[src/rtl/alu_pkg.sv]
// Shared encodings for the multi-cycle ALU: function codes, FSM states and
// the bit positions of the registered flag vector.
package alu_pkg;

  localparam logic [2:0] FN_SUB_AB = 3'b000;
  localparam logic [2:0] FN_SUB_BA = 3'b001;
  localparam logic [2:0] FN_PASS_A = 3'b010;
  localparam logic [2:0] FN_PASS_B = 3'b011;
  localparam logic [2:0] FN_ADD    = 3'b100;
  localparam logic [2:0] FN_AND    = 3'b101;
  localparam logic [2:0] FN_XOR    = 3'b110;
  localparam logic [2:0] FN_MUL    = 3'b111;

  typedef enum logic [1:0] {
    ST_IDLE = 2'd0,
    ST_BUSY = 2'd1,
    ST_DONE = 2'd2
  } state_e;

  localparam int FLG_Z  = 0;
  localparam int FLG_N  = 1;
  localparam int FLG_CY = 2;
  localparam int FLG_V  = 3;
  localparam int NFLG   = 4;

endpackage

[src/rtl/alu_mul_seq.sv]
// Iterative shift-add multiplier: one partial-product step per cycle, W steps.
// The final step is exposed combinationally so the caller can register it directly.
module alu_mul_seq #(
  parameter int W = 16
) (
  input  logic           clk,
  input  logic           rst_n,
  input  logic           i_start,
  input  logic [W-1:0]   i_a,
  input  logic [W-1:0]   i_b,
  output logic           o_done,
  output logic [2*W-1:0] o_prod
);

  localparam int CW = $clog2(W) + 1;

  logic [W-1:0]   r_a;
  logic [2*W-1:0] r_acc;
  logic [CW-1:0]  r_cnt;
  logic           r_run;

  logic [W-1:0]   w_addend;
  logic [W:0]     w_sum;
  logic [2*W-1:0] w_next;

  // Multiplier lives in the low half of the accumulator and drains out as the
  // product shifts in from the top.
  always_comb begin
    w_addend = r_acc[0] ? r_a : '0;
    w_sum    = {1'b0, r_acc[2*W-1:W]} + {1'b0, w_addend};
    w_next   = {w_sum, r_acc[W-1:1]};
  end

  assign o_done = r_run && (r_cnt == CW'(W - 1));
  assign o_prod = w_next;

  always_ff @(posedge clk) begin
    if (!rst_n) begin
      r_a   <= '0;
      r_acc <= '0;
      r_cnt <= '0;
      r_run <= 1'b0;
    end else if (i_start) begin
      r_a   <= i_a;
      r_acc <= {{W{1'b0}}, i_b};
      r_cnt <= '0;
      r_run <= 1'b1;
    end else if (r_run) begin
      r_acc <= w_next;
      r_cnt <= r_cnt + 1'b1;
      if (o_done) r_run <= 1'b0;
    end
  end

endmodule

[src/rtl/alu_mc.sv]
// Multi-cycle ALU with valid/ready handshake on both sides; single-cycle
// functions finish at accept, multiply runs through the shift-add sequencer.
module alu_mc
  import alu_pkg::*;
#(
  parameter int W = 16
) (
  input  logic         clk,
  input  logic         rst_n,
  input  logic         in_valid,
  output logic         in_ready,
  input  logic [W-1:0] A,
  input  logic [W-1:0] B,
  input  logic [2:0]   fn,
  output logic         out_valid,
  input  logic         out_ready,
  output logic [W-1:0] C,
  output logic         Z,
  output logic         N,
  output logic         CY,
  output logic         V
);

  state_e r_state, w_state_nxt;

  logic [W-1:0]    r_c;
  logic [NFLG-1:0] r_flags;

  logic            w_in_ready;
  logic            w_out_valid;
  logic            w_accept;
  logic            w_is_mul;
  logic            w_mul_start;
  logic            w_mul_done;
  logic [2*W-1:0]  w_mul_prod;
  logic            w_load_alu;
  logic            w_load_mul;

  logic [W:0]      w_alu_wide;
  logic [W-1:0]    w_alu_c;
  logic            w_alu_cy;
  logic            w_alu_v;
  logic [NFLG-1:0] w_alu_flags;
  logic [NFLG-1:0] w_mul_flags;

  assign w_is_mul    = (fn == FN_MUL);
  assign w_accept    = in_valid && w_in_ready;
  assign w_mul_start = w_accept && w_is_mul;
  assign w_load_alu  = w_accept && !w_is_mul;
  assign w_load_mul  = (r_state == ST_BUSY) && w_mul_done;

  alu_mul_seq #(.W(W)) u_mul (
    .clk     (clk),
    .rst_n   (rst_n),
    .i_start (w_mul_start),
    .i_a     (A),
    .i_b     (B),
    .o_done  (w_mul_done),
    .o_prod  (w_mul_prod)
  );

  // Single-cycle datapath; everything runs at W+1 bits so bit W is the carry/borrow.
  always_comb begin
    w_alu_wide = '0;
    w_alu_cy   = 1'b0;
    w_alu_v    = 1'b0;
    case (fn)
      FN_SUB_AB: begin
        w_alu_wide = {1'b0, A} - {1'b0, B};
        w_alu_cy   = w_alu_wide[W];
        w_alu_v    = (A[W-1] ^ B[W-1]) & (w_alu_wide[W-1] ^ A[W-1]);
      end
      FN_SUB_BA: begin
        w_alu_wide = {1'b0, B} - {1'b0, A};
        w_alu_cy   = w_alu_wide[W];
        w_alu_v    = (A[W-1] ^ B[W-1]) & (w_alu_wide[W-1] ^ B[W-1]);
      end
      FN_PASS_A: w_alu_wide = {1'b0, A};
      FN_PASS_B: w_alu_wide = {1'b0, B};
      FN_ADD: begin
        w_alu_wide = {1'b0, A} + {1'b0, B};
        w_alu_cy   = w_alu_wide[W];
        w_alu_v    = ~(A[W-1] ^ B[W-1]) & (w_alu_wide[W-1] ^ A[W-1]);
      end
      FN_AND:    w_alu_wide = {1'b0, A & B};
      FN_XOR:    w_alu_wide = {1'b0, A ^ B};
      FN_MUL:    w_alu_wide = '0;
    endcase
    w_alu_c = w_alu_wide[W-1:0];

    w_alu_flags         = '0;
    w_alu_flags[FLG_Z]  = (w_alu_c == '0);
    w_alu_flags[FLG_N]  = w_alu_c[W-1];
    w_alu_flags[FLG_CY] = w_alu_cy;
    w_alu_flags[FLG_V]  = w_alu_v;

    w_mul_flags         = '0;
    w_mul_flags[FLG_Z]  = (w_mul_prod[W-1:0] == '0);
    w_mul_flags[FLG_N]  = w_mul_prod[W-1];
    w_mul_flags[FLG_CY] = |w_mul_prod[2*W-1:W];
  end

  always_ff @(posedge clk) begin
    if (!rst_n) r_state <= ST_IDLE;
    else        r_state <= w_state_nxt;
  end

  always_comb begin
    w_state_nxt = r_state;
    w_in_ready  = 1'b0;
    w_out_valid = 1'b0;
    case (r_state)
      ST_IDLE: begin
        w_in_ready = 1'b1;
        if (in_valid) w_state_nxt = w_is_mul ? ST_BUSY : ST_DONE;
      end
      ST_BUSY: begin
        if (w_mul_done) w_state_nxt = ST_DONE;
      end
      ST_DONE: begin
        w_out_valid = 1'b1;
        w_in_ready  = out_ready;
        if (out_ready) begin
          if (in_valid) w_state_nxt = w_is_mul ? ST_BUSY : ST_DONE;
          else          w_state_nxt = ST_IDLE;
        end
      end
      default: w_state_nxt = ST_IDLE;
    endcase
  end

  // Result registers only move on a single-cycle accept or the last multiply step,
  // so they stay frozen for the whole DONE window.
  always_ff @(posedge clk) begin
    if (!rst_n) begin
      r_c     <= '0;
      r_flags <= '0;
    end else if (w_load_alu) begin
      r_c     <= w_alu_c;
      r_flags <= w_alu_flags;
    end else if (w_load_mul) begin
      r_c     <= w_mul_prod[W-1:0];
      r_flags <= w_mul_flags;
    end
  end

  assign in_ready  = w_in_ready;
  assign out_valid = w_out_valid;
  assign C         = r_c;
  assign Z         = r_flags[FLG_Z];
  assign N         = r_flags[FLG_N];
  assign CY        = r_flags[FLG_CY];
  assign V         = r_flags[FLG_V];

endmodule

[config.mk]
export PLATFORM = sky130hd
export DESIGN_NAME = alu_mc
export DESIGN_NICKNAME = d
export VERILOG_FILES = /design/src/rtl/alu_pkg.sv /design/src/rtl/alu_mul_seq.sv /design/src/rtl/alu_mc.sv
export SDC_FILE = /design/constraint.sdc
export NUM_CORES = 1
export LEC_CHECK = 0
export CORE_MARGIN = 2
export CORE_UTILIZATION = 45
export CTS_CLUSTER_DIAMETER = 50
export DETAILED_ROUTE_END_ITERATION = 10
export PLACE_DENSITY = 0.72
export SYNTH_ARGS = -nofsm -noshare
export SYNTH_HDL_FRONTEND = slang
export SYNTH_HIERARCHICAL = 1
export SYNTH_SLANG_ARGS = --single-unit
[constraint.sdc]
create_clock -name clk -period 4.53 [get_ports clk]
set_input_delay 0.906 -clock clk [delete_from_list [all_inputs] [get_ports clk]]
set_output_delay 0.906 -clock clk [all_outputs]
set_load 0.02 [all_outputs]
==> reports/metrics.yaml <==
worst_setup_path:
  end_kind: "register"
  worstPathCellList: "clkdlybuf4s50_1 -> inv_1 -> ha_1 -> fa_1 -> nor2b_1 -> o211a_1 -> nor3_2 -> o31a_1 -> a21oi_1 -> buf_4 -> xnor2_1 -> a21oi_1 -> o21ai_0 -> or4_1 -> o31ai_2"
  max_stage_delay_ps: 550
  worstSetupPathType: "primary input to register"
  critPathBufInv: 3
  path_max_fanout: 4
  worstPathRequired_ps: 4790
  cp_slowest_cell: "clkdlybuf4s50_1"
  critPathArrivalTime_ps: 4480
  critPathMostFrequentCell: "a21oi_1"
  cp_top_family: "compound AO/OA/AOI/OAI gates"
  cp-start-kind: "primary input"
clock_tree:
  cts-resized-gates: 0
  cts.sinks: 75
  cts-root-buf: "clkbuf_16"
  numCtsBuffers: 9
  cts_tree: "done"
  cts_setup_buffers: 0
  clk_transition_reported_paths_ps: 60
  clock_latency_ps: 340
  clock_path_buffers: 2
  cts_max_level: 3
  hold_buffers: 0
pwr:
  pwr-share-seq: 0.322
  p_leak_nw: 3.74
  p_clk_frac: 0.341
  combPwrFrac: 0.337
  power.total_mw: 2.18
  internal_power_mw: 1.45
  vdd_drop_max_mv: 0.167
  switching_share: 0.334
  p_switching_mw: 0.730
  power_density_nw_per_um2: 245
logic_synthesis:
  syn-cell-area_sq_um: 7490
  ys_types: 81
  synth-edff-count: 0
  synth_top_area_frac: 0.200
  synthTopCellsByArea: "dfxtp_1 (20%), ha_1 (11%), mux2i_1 (6.0%)"
  ys_seq_area_frac: 0.200
  synth_nets: 1096
  synth_seq_cells: 75
  synth-async-reset-ratio: 0
  synth_ff_type: "dfxtp_1"
  synth_largest_area_cell: "dfxtp_1"
  synthCells: 987
  synth.avg_cell_area_sq_um: 7.59
  ys_warn_count: 6
die:
  start_util: 0.457
  pin_count: 61
  core_sq_um: 16400
  dieArea_sq_um: 17700
  fp.dieW_microns: 133
  num_rows: 47
  die_h_microns: 133
timing:
  whs_ps: 474
  setup_viol: 0
  finalHoldViolCount: 0
  relSlewSlack: 0.339
  finalSetupTns_ps: 0
  worstMarginPinSlew_ps: 985
  setup_ws_ps: 311
  finalCriticalPeriod_ps: 4220
  skew_ps: 12.1
  min_period_over_period: 0.931
  fmax_mhz: 237
  drv_slew: 0
  rsz0062_at_grt: "false"
placed_design:
  place_area_sq_um: 8610
  place_ws_ps: -28.4
  post-place-cells: 1273
  dp_hpwl_mm: 18.5
  portBuffers: 60
  gp_congestion: 1.00
detailed_routing:
  wl_per_cell_microns: 18.4
  top_layer: "met4"
  first_pass_iters: 5
  wl_met2_mm: 10.4
  ant_nets: 0
  vias_per_cell: 5.87
  remaining_drc_errors: 0
  routed-wl-met3_mm: 1.60
  wirelength_mm: 23.7
  num_vias: 7563
  drt_iter0_markers: 813
  m1WireLength_mm: 11.3
grt:
  grt_first_pass_wirelength_mm: 38.1
  first_global_vias: 7028
  overflow: 0
  grt.total_usage: 0.268
  antenna_found_initial: 0
  grt_max_degree: 51
min_path:
  min_path_type: "register to register"
run_status:
  status: "complete, no violations"
finish:
  drive_above_1_share: 0.121
  final_common_cell: "nand2_1"
  n_antenna_cell: 0
  finalNonFillerCells: 1289
  layout_common_cells: "nand2_1 (91), buf_4 (82), dfxtp_1 (74)"
  final_nets: 1173
  syn_to_final_growth_pct: 19.1
  postLayoutCoreUtil: 0.544
  nFillCells: 1555
  final_cell_area_sq_um: 8920
flow_run:
  drv_cap: 0
==> power groups by stage <==
stage	clock network [mW]	registers [mW]	logic (mW)
after floorplan	0	0.730	0.408
after global placement	0	0.717	0.714
after detailed placement	0	0.717	0.716
after CTS	0.752	0.703	0.719
after global routing	0.780	0.706	0.792
final	0.745	0.703	0.735
==> per-layer routing <==
layer / track usage / vias to the layer above
met5: 0 / -
met2: 0.416 / 290
li1: - / 3694
met1: 0.381 / 3551
met3: 0.0494 / 28
met4: 0.0735 / 0
==> tightest hold or removal path, stage by stage (launching register included) <==
cell and delay [ps]:
dfxtp_1 310, nand2_1 60, a21oi_1 60
==> final cells by class <==
cell class | count | area, sq um | share of cell area
Multi-Input combinational cell | 775 | 5390 | 0.604
Inverter | 61 | 229 | 0.0257
Tap cell | 220 | 275 | 0.0309
Clock buffer | 10 | 239 | 0.0268
Timing Repair Buffer | 142 | 1220 | 0.136
Clock inverter | 6 | 72.6 | 0.00813
Sequential cell | 75 | 1500 | 0.168
==> path summary, 6_finish.rpt <==
path | startpoint | end | slack, ps | cells after the start
worst max-delay path | A[0] | r_flags[0]$_SDFFE_PN0P_ | 310 | 15
worst min-delay path | u_mul/r_acc[23]$_SDFFE_PP0P_ | u_mul/r_acc[23]$_SDFFE_PP0P_ | 470 | 2
worst max register to register | u_mul/r_acc[0]$_SDFFE_PN0P_ | r_flags[2]$_SDFFE_PN0P_ | 1110 | 12
worst min register to register | u_mul/r_acc[23]$_SDFFE_PP0P_ | u_mul/r_acc[23]$_SDFFE_PP0P_ | 470 | 2
==> cell usage after synthesis, drive strengths merged, types with 9 or more instances <==
| cell | instances |
|---|---|
| o211ai | 18 |
| a21o | 11 |
| ha | 66 |
| a21oi | 62 |
| o21ai | 59 |
| nand2b | 10 |
| nor3 | 27 |
| a22oi | 12 |
| nor2 | 72 |
| dfxtp | 75 |
| nor2b | 30 |
| buf | 41 |
| and3 | 13 |
| o21a | 11 |
| nand2 | 91 |
| mux2i | 45 |
| xnor2 | 20 |
| nor4 | 10 |
| inv | 60 |
| o22ai | 9 |
| a31oi | 10 |
| a211oi | 9 |
| clkbuf | 35 |
| or3 | 9 |
| nand3 | 14 |
| and2 | 40 |
| a221oi | 19 |
==> registers in the layout, indices dropped and copies added (netlist names) <==
signal / count
u_mul/r_run: 1
u_mul/r_cnt: 5
u_mul/r_acc: 32
r_flags: 4
r_state: 2
C: 15
u_mul/r_a: 16
==> cells by family after synthesis <==
kind of cell,synth area share
buffers and inverters,0.0818
XOR/XNOR,0.0304
AND/OR/NAND/NOR,0.233
multiplexers,0.0631
adder cells (fa/ha/maj),0.121
AO/OA/AOI/OAI,0.271
flip-flops,0.200
No activity file was read; power rests on OpenSTA's default activity.
